$ cat config.mk
export PLATFORM = sky130hd
export DESIGN_NAME = rf_writeback_ctrl
export DESIGN_NICKNAME = d
export VERILOG_FILES = /design/src/rtl/rf_writeback_ctrl.sv
export SDC_FILE = /design/constraint.sdc
export NUM_CORES = 1
export LEC_CHECK = 0
export ABC_CLOCK_PERIOD_IN_PS = 7300
export CAP_MARGIN = 0
export CORE_UTILIZATION = 35
export CTS_BUF_LIST = sky130_fd_sc_hd__clkbuf_8
export CTS_CLUSTER_SIZE = 10
export DETAILED_ROUTE_END_ITERATION = 6
export MAX_ROUTING_LAYER = met4
export PLACE_DENSITY = 0.6
export SYNTH_ARGS = -nofsm -noshare
export SYNTH_HDL_FRONTEND = slang
export SYNTH_SLANG_ARGS = --single-unit
export TNS_END_PERCENT = 30
$ cat constraint.sdc
create_clock -name CLK -period 7.3 [get_ports CLK]
set_input_delay 1.825 -clock CLK [delete_from_list [all_inputs] [get_ports CLK]]
set_output_delay 1.825 -clock CLK [all_outputs]
set_load 0.01 [all_outputs]
$ cat src/rtl/rf_writeback_ctrl.sv
// rtl/rf_writeback_ctrl.sv - write-back merge of ALU and load-return results into the register file
// ALU has priority; deferred load returns wait in a small FIFO; scoreboard tracks outstanding loads.
module rf_writeback_ctrl #(
  parameter int LQ_DEPTH = 2,
  parameter int XLEN     = 32
) (
  input  logic            CLK,
  input  logic            RSTN,
  input  logic            alu_valid,
  input  logic [4:0]      alu_rd,
  input  logic [XLEN-1:0] alu_data,
  input  logic            ld_issue,
  input  logic [4:0]      ld_issue_rd,
  input  logic            ld_valid,
  input  logic [4:0]      ld_rd,
  input  logic [XLEN-1:0] ld_data,
  output logic            ld_ready,
  output logic [30:0]     x_wen,
  output logic [XLEN-1:0] x_wdata,
  output logic [31:0]     rd_busy,
  output logic            lq_overflow
);

  localparam int PW = (LQ_DEPTH > 1) ? $clog2(LQ_DEPTH) : 1;
  localparam int CW = $clog2(LQ_DEPTH + 1);

  logic [XLEN-1:0] lq_data [LQ_DEPTH];
  logic [4:0]      lq_rd   [LQ_DEPTH];
  logic [PW-1:0]   wr_ptr, rd_ptr;
  logic [CW-1:0]   count;

  logic            accept, enq, deq;
  logic            sel_valid, sel_load;
  logic [4:0]      sel_rd;
  logic [XLEN-1:0] sel_data;
  logic [31:0]     set_mask, clr_mask, busy_d, wen_dec;
  logic            wb_valid;
  logic [4:0]      wb_rd;

  assign ld_ready = (count < CW'(LQ_DEPTH));
  assign accept   = ld_valid && ld_ready;

  always_comb begin
    sel_valid = 1'b0;
    sel_load  = 1'b0;
    sel_rd    = 5'd0;
    sel_data  = '0;
    deq       = 1'b0;
    enq       = 1'b0;
    if (alu_valid) begin
      sel_valid = 1'b1;
      sel_rd    = alu_rd;
      sel_data  = alu_data;
      enq       = accept;
    end else if (count != '0) begin
      sel_valid = 1'b1;
      sel_load  = 1'b1;
      sel_rd    = lq_rd[rd_ptr];
      sel_data  = lq_data[rd_ptr];
      deq       = 1'b1;
      enq       = accept;
    end else if (accept) begin
      // FIFO empty and ALU idle: the returning load bypasses the queue
      sel_valid = 1'b1;
      sel_load  = 1'b1;
      sel_rd    = ld_rd;
      sel_data  = ld_data;
    end
  end

  always_comb begin
    set_mask = ld_issue ? (32'd1 << ld_issue_rd) : 32'd0;
    clr_mask = sel_load ? (32'd1 << sel_rd) : 32'd0;
    busy_d   = ((rd_busy & ~clr_mask) | set_mask) & ~32'd1;
    wen_dec  = 32'd1 << wb_rd;
    x_wen    = wb_valid ? wen_dec[31:1] : 31'd0;
  end

  always_ff @(posedge CLK or negedge RSTN) begin
    if (!RSTN) begin
      wr_ptr      <= '0;
      rd_ptr      <= '0;
      count       <= '0;
      wb_valid    <= 1'b0;
      wb_rd       <= 5'd0;
      x_wdata     <= '0;
      rd_busy     <= 32'd0;
      lq_overflow <= 1'b0;
    end else begin
      if (enq) wr_ptr <= wr_ptr + 1'b1;
      if (deq) rd_ptr <= rd_ptr + 1'b1;
      case ({enq, deq})
        2'b10:   count <= count + 1'b1;
        2'b01:   count <= count - 1'b1;
        default: count <= count;
      endcase
      // rd=0 consumes the slot but never raises an enable or changes the data bus
      wb_valid <= sel_valid && (sel_rd != 5'd0);
      wb_rd    <= sel_rd;
      if (sel_valid && (sel_rd != 5'd0)) x_wdata <= sel_data;
      rd_busy <= busy_d;
      if (ld_valid && !ld_ready) lq_overflow <= 1'b1;
    end
  end

  always_ff @(posedge CLK) begin
    if (enq) begin
      lq_data[wr_ptr] <= ld_data;
      lq_rd[wr_ptr]   <= ld_rd;
    end
  end

endmodule

==> results by group <==
Logic synthesis
  • Synth unique cells: 44
  • Top FF cell, synth: edfxtp_1
  • Synth Warn #: 0
  • Number of flops mapped to enable cells by yosys: 74
  • Syn nets: approximately 630
  • Share of flip-flops with an asynchronous set or reset: 0.5000
  • Sequential share of the synthesized area: 0.6228
  • Average size of a mapped cell: 11.96 um2
  • Mapped Area: roughly 6500 um2
  • Post-Syn Instances: ~550
  • Synth Register Bits: roughly 150

Drt
  • Vias per cell: 5.137
  • # DRC: 12
  • Antenna Nets Post-Route: 0
  • Pre-Repair DR Iteration Count: 7
  • Iteration-0 DRC Markers: 313
  • Vias: 4947
  • Routed len/inst: about 18 um
  • Final wirelength: around 17000 um

Final layout
  • Ant. Diodes: 0
  • Finished Layout Cells: ~960
  • Most frequent cells in the layout: clkdlybuf4s50_1, edfxtp_1, dfrtp_1
  • Post-Route Utilization: 0.4875
  • Layout cells sized above 1: 0.06948
  • Layout area overhead: 35.25%
  • Cell area after layout: about 9000 um2
  • Leading cell type in the layout, fill and taps excluded: clkdlybuf4s50_1
  • Final nets: 806

Global routing
  • Pin count of the biggest net entering global routing: 77
  • Total GRT Usage: 0.1878
  • First-pass GRT wire length: approximately 27000 um
  • Grt ovf: 0
  • Antenna violations before repair: 0
  • Vias in the first global route: between 5000 and 6000

CTS
  • Post-cts repair resize count: 0
  • Root buf cell: clkbuf_8
  • Clock Sink Count: around 150
  • Setup Buffers After CTS: 0
  • CTS tree: done
  • Clk slew on worst S/H paths: approximately 80 ps
  • H-tree Lvls: 4
  • Insertion delay of the later-clocked pin in the worst-skew pair: approximately 440 ps
  • Post-CTS Hold Buffers: 0
  • Cts bufs inserted: 17
  • CTS Buffer Depth: 2

Placed design
  • Cell area after placement: between 8000 and 9000 um2
  • Buffers on Ports: 179
  • Detailed placement HPWL: between 10000 and 15000 um
  • DP Cell Count: 931
  • RePlAce Congestion: ~0.8

STA
  • Highest Clock Rate: roughly 250 MHz
  • Endpoints failing hold: 0
  • Final setup skew: between 10 and 15 ps
  • Setup violators final: 0
  • Fin crit share: 0.5547
  • Tmin final: between 4000 and 5000 ps
  • Slew @ Worst Pin: about 1100 ps
  • Unrepaired setup endpoints after global routing: false
  • Slew margin rel.: 0.2350
  • Setup TNS: 0 ps
  • Max-slew violation count: 0

Floorplanning
  • Starting Density: 0.3605
  • Die width: about 140 um
  • Total die area: 19240 um2
  • Die height: 138.7 um
  • Rows: between 40 and 50
  • Core footprint: between 15000 and 20000 um2
  • Number of top-level pins: between 150 and 200

Worst setup path
  • Kind of critical path: input pin to flop
  • CP endpoint kind: flop
  • Crit path required time: roughly 7600 ps
  • Data arrival, critical path: about 4400 ps
  • CP Launch Type: input pin
  • Top fanout value on the critical path: 19

Job
  • Max cap viols: 0

Run status
  • Status: finished with violations
  • Failing checks: DRC

Pwr
  • Worst VDD drop: ~170 uV
  • PD cells: 330.8 nW/um2
  • Pleak: ~3.3 nW

Min path
  • Hold WC Path Type: flop to flop
==> flip-flops by register name, summed over array words and instances, names as in the netlist <==
| signal | cells |
|---|---|
| rd_ptr | 1 |
| wr_ptr | 1 |
| wb_rd | 5 |
| wb_valid | 1 |
| count | 2 |
| lq_data | 64 |
| rd_busy | 31 |
| lq_rd | 10 |
| x_wdata | 32 |
| lq_overflow | 1 |
==> per-stage QoR <==
stage                     worst slack, ps  hold slack [ps]  power, mW
after floorplan                      2748            468.1      1.859
after detailed placement             2761            451.7      2.427
after global placement               2940            453.5      2.393
after CTS                            3239            470.4      2.953
final                                3250            470.2      2.927
after global routing                 3099            506.1      3.098
==> power breakdown <==
part	internal (mW)	switching, mW
sequential	1.12	0.193
clock	0.240	0.286
combinational	0.567	0.524
total	1.92	1.00
==> cell type report <==
cell class / count / area (um2)
Clock buffer: 19 / 261.5
Timing Repair Buffer: 183 / 1814
Clock inverter: 13 / 56.30
Multi-Input combinational cell: 331 / 2201
Fill cell: 1624 / 9300
Tap cell: 229 / 286.5
Inverter: 40 / 152.6
Sequential cell: 148 / 4075
==> worst max-delay path, stage by stage <==
cell             delay (ps)
clkdlybuf4s50_1         550
nor3b_4                 740
a22o_1                  350
or4b_1                  530
o21ai_0                 220
o21ai_0                 140
==> cells by family (layout without fill, tap and decap cells) <==
family                   count (synthesis)  after routing  share of synthesized area
AO/OA/AOI/OAI                          139            139                     0.1264
XOR/XNOR                                 5              5                   0.006694
adder cells (fa/ha/maj)                  1              1                   0.001912
buffers and inverters                   68            255                    0.04514
flip-flops                             148            148                     0.6228
multiplexers                            70             70                     0.1079
other                                    1              1                  0.0005733
AND/OR/NAND/NOR                        115            115                    0.08856
==> cell usage after synthesis, types with 8 or more instances <==
cell / n / area [um2]
mux2i_1: 66 / 660.6
o31ai_1: 15 / 112.6
dfrtp_1: 74 / 1852
o21ai_0: 40 / 200.2
nand2_1: 38 / 142.6
nor2_1: 39 / 146.4
o22ai_1: 32 / 200.2
o21ai_1: 8 / 40.04
a21oi_1: 32 / 160.2
nand3b_1: 9 / 67.56
inv_1: 38 / 142.6
clkbuf_1: 15 / 56.30
edfxtp_1: 74 / 2222
==> path summary, 6_finish.rpt <==
| check | endpoint | startpoint | depth (start not counted) | slack [ps] |
|---|---|---|---|---|
| worst max-delay path | rd_busy[30] | ld_valid | 6 | 3250 |
| worst min-delay path | lq_overflow | lq_overflow | 1 | 470 |
| worst max register to register | x_wdata[5] | rd_ptr | 7 | 4120 |
| worst min register to register | lq_overflow | lq_overflow | 1 | 470 |
| max in group asynchronous | rd_ptr | RSTN | 1 | 5080 |
| min in group asynchronous | rd_busy[18] | RSTN | 1 | 1540 |
==> layer usage <==
| metal | track usage | vias to the layer above | part of all wire |
|---|---|---|---|
| li1 | - | 2339 | - |
| met2 | 0.2982 | 194 | 0.49 |
| met1 | 0.2350 | 2402 | 0.43 |
| met4 | 0.05380 | 0 | 0.0083 |
| met3 | 0.05214 | 12 | 0.079 |
| met5 | - | - | 0 |
(Power assumes the default switching activity.)
==> variant, RTL diff (config.mk and constraints unchanged) <==
Register the output `lq_overflow` once more; this adds one clock of latency there. The other outputs are not delayed to match.
--- a/src/rtl/rf_writeback_ctrl.sv
+++ b/src/rtl/rf_writeback_ctrl.sv
@@ -23,6 +23,8 @@
 
   localparam int PW = (LQ_DEPTH > 1) ? $clog2(LQ_DEPTH) : 1;
   localparam int CW = $clog2(LQ_DEPTH + 1);
+
+  logic lq_overflow_s0;
 
   logic [XLEN-1:0] lq_data [LQ_DEPTH];
   logic [4:0]      lq_rd   [LQ_DEPTH];
@@ -85,7 +87,7 @@
       wb_rd       <= 5'd0;
       x_wdata     <= '0;
       rd_busy     <= 32'd0;
-      lq_overflow <= 1'b0;
+      lq_overflow_s0 <= 1'b0;
     end else begin
       if (enq) wr_ptr <= wr_ptr + 1'b1;
       if (deq) rd_ptr <= rd_ptr + 1'b1;
@@ -99,7 +101,7 @@
       wb_rd    <= sel_rd;
       if (sel_valid && (sel_rd != 5'd0)) x_wdata <= sel_data;
       rd_busy <= busy_d;
-      if (ld_valid && !ld_ready) lq_overflow <= 1'b1;
+      if (ld_valid && !ld_ready) lq_overflow_s0 <= 1'b1;
     end
   end
 
@@ -110,5 +112,9 @@
     end
   end
 
+  always_ff @(posedge CLK) begin
+    lq_overflow <= lq_overflow_s0;
+  end
+
 endmodule
 
Behaviour: not the same (Yosys sat finds a counterexample within 4 cycles, from zero or initial values and one cycle with RSTN low).
==> variant against the unedited design <==
The flow still finishes with violations (design-rule violations). Final area up 1.7%. Worst setup slack got worse by 0.13 ns. Sequential cell count is 1 higher. Power up 6.0%. Via count is 0.30% higher. Non-clock buffer count is 1 higher. Routed wire length rose by 0.79%. Synthesized area rose by 0.31%. Critical endpoint is now rd_busy[31]. Largest cell class unchanged.
==> variant: results <==
set metrics [dict create \
    status "finished with violations" \
    failed_checks "design-rule violations" \
    layout_setup_ws_ns 3.12 \
    power.leakage_nw 3.34 \
    finalNetCount 808 \
    cp_max_fo 20 \
    drt_iter0_drc 385 \
    crit_end "rd_busy[31]" \
    antenna_found_initial 1 \
    fill_cells 1630 \
    rrSetupSlack_ns 4.39 \
    drc 12 \
    grt_max_degree 75 \
    synthCells 548 \
    timing.rr.end "x_wdata[28]" \
    worst-r2r-cell-count 6 \
    min_to "lq_overflow" \
    cp_data_arrival_time_ns 4.49 \
    rr_startpoint "count[0]" \
    synthArstFlopShare_pct 49.7 \
    pre_cts_ws_ns 2.65 \
    slowest_delay_ns 0.70 \
    netlist-cell-type-count 45 \
    drive_gt1_share_pct 7.88 \
    worst_slew_pin_slew_ns 1.15 \
    dp_cells 933 \
]
==> variant: layer usage <==
| metal | vias up | track usage (%) | wire length (um) |
|---|---|---|---|
| met4 | 0 | 4.39 | 222 |
| met2 | 173 | 29.8 | 8240 |
| met1 | 2431 | 22.5 | 7350 |
| li1 | 2342 | - | - |
| met3 | 16 | 6.22 | 1260 |
| met5 | - | - | 0 |
==> variant: kinds of logic (layout without fill, tap and decap cells) <==
kind of cell	count (synthesis)	in the layout	synth area share (%)
xor+xnor	5	5	0.667
flops	149	149	62.4
simple gates	115	115	8.83
fa+ha+maj	1	1	0.191
other cells	1	2	0.0572
compound gates	139	139	12.6
mux	70	70	10.8
buf+inv	68	256	4.50
==> variant: stage by stage <==
step / cell area (um^2) / power (W)
floorplan: 6560 / 0.00186
global placement: 8560 / 0.00240
detailed placement: 8560 / 0.00243
CTS: 8990 / 0.00314
global route: 9000 / 0.00328
finish: 9000 / 0.00310
==> variant: layout make-up <==
cell class,instances,area share [%]
antenna,1,0.0278
inverter,40,1.70
tap,229,3.18
timing repair buffer,184,20.3
sequential,149,45.5
multi-input combinational,331,24.5
clock buffer,19,2.91
clock inverter,13,1.95
==> variant: worst max-delay path: cells and delay by family <==
family / cells / cell delay [ns]
AO/OA/AOI/OAI: 3 / 0.44
AND/OR/NAND/NOR: 2 / 1.29
buffers and inverters: 2 / 0.93
==> variant: power breakdown <==
part	internal [W]	total, W	switching, W
registers	0.00112	0.00128	0.000159
clock network	0.000390	0.000698	0.000309
logic	0.000565	0.00112	0.000557
total	0.00208	0.00310	0.00102
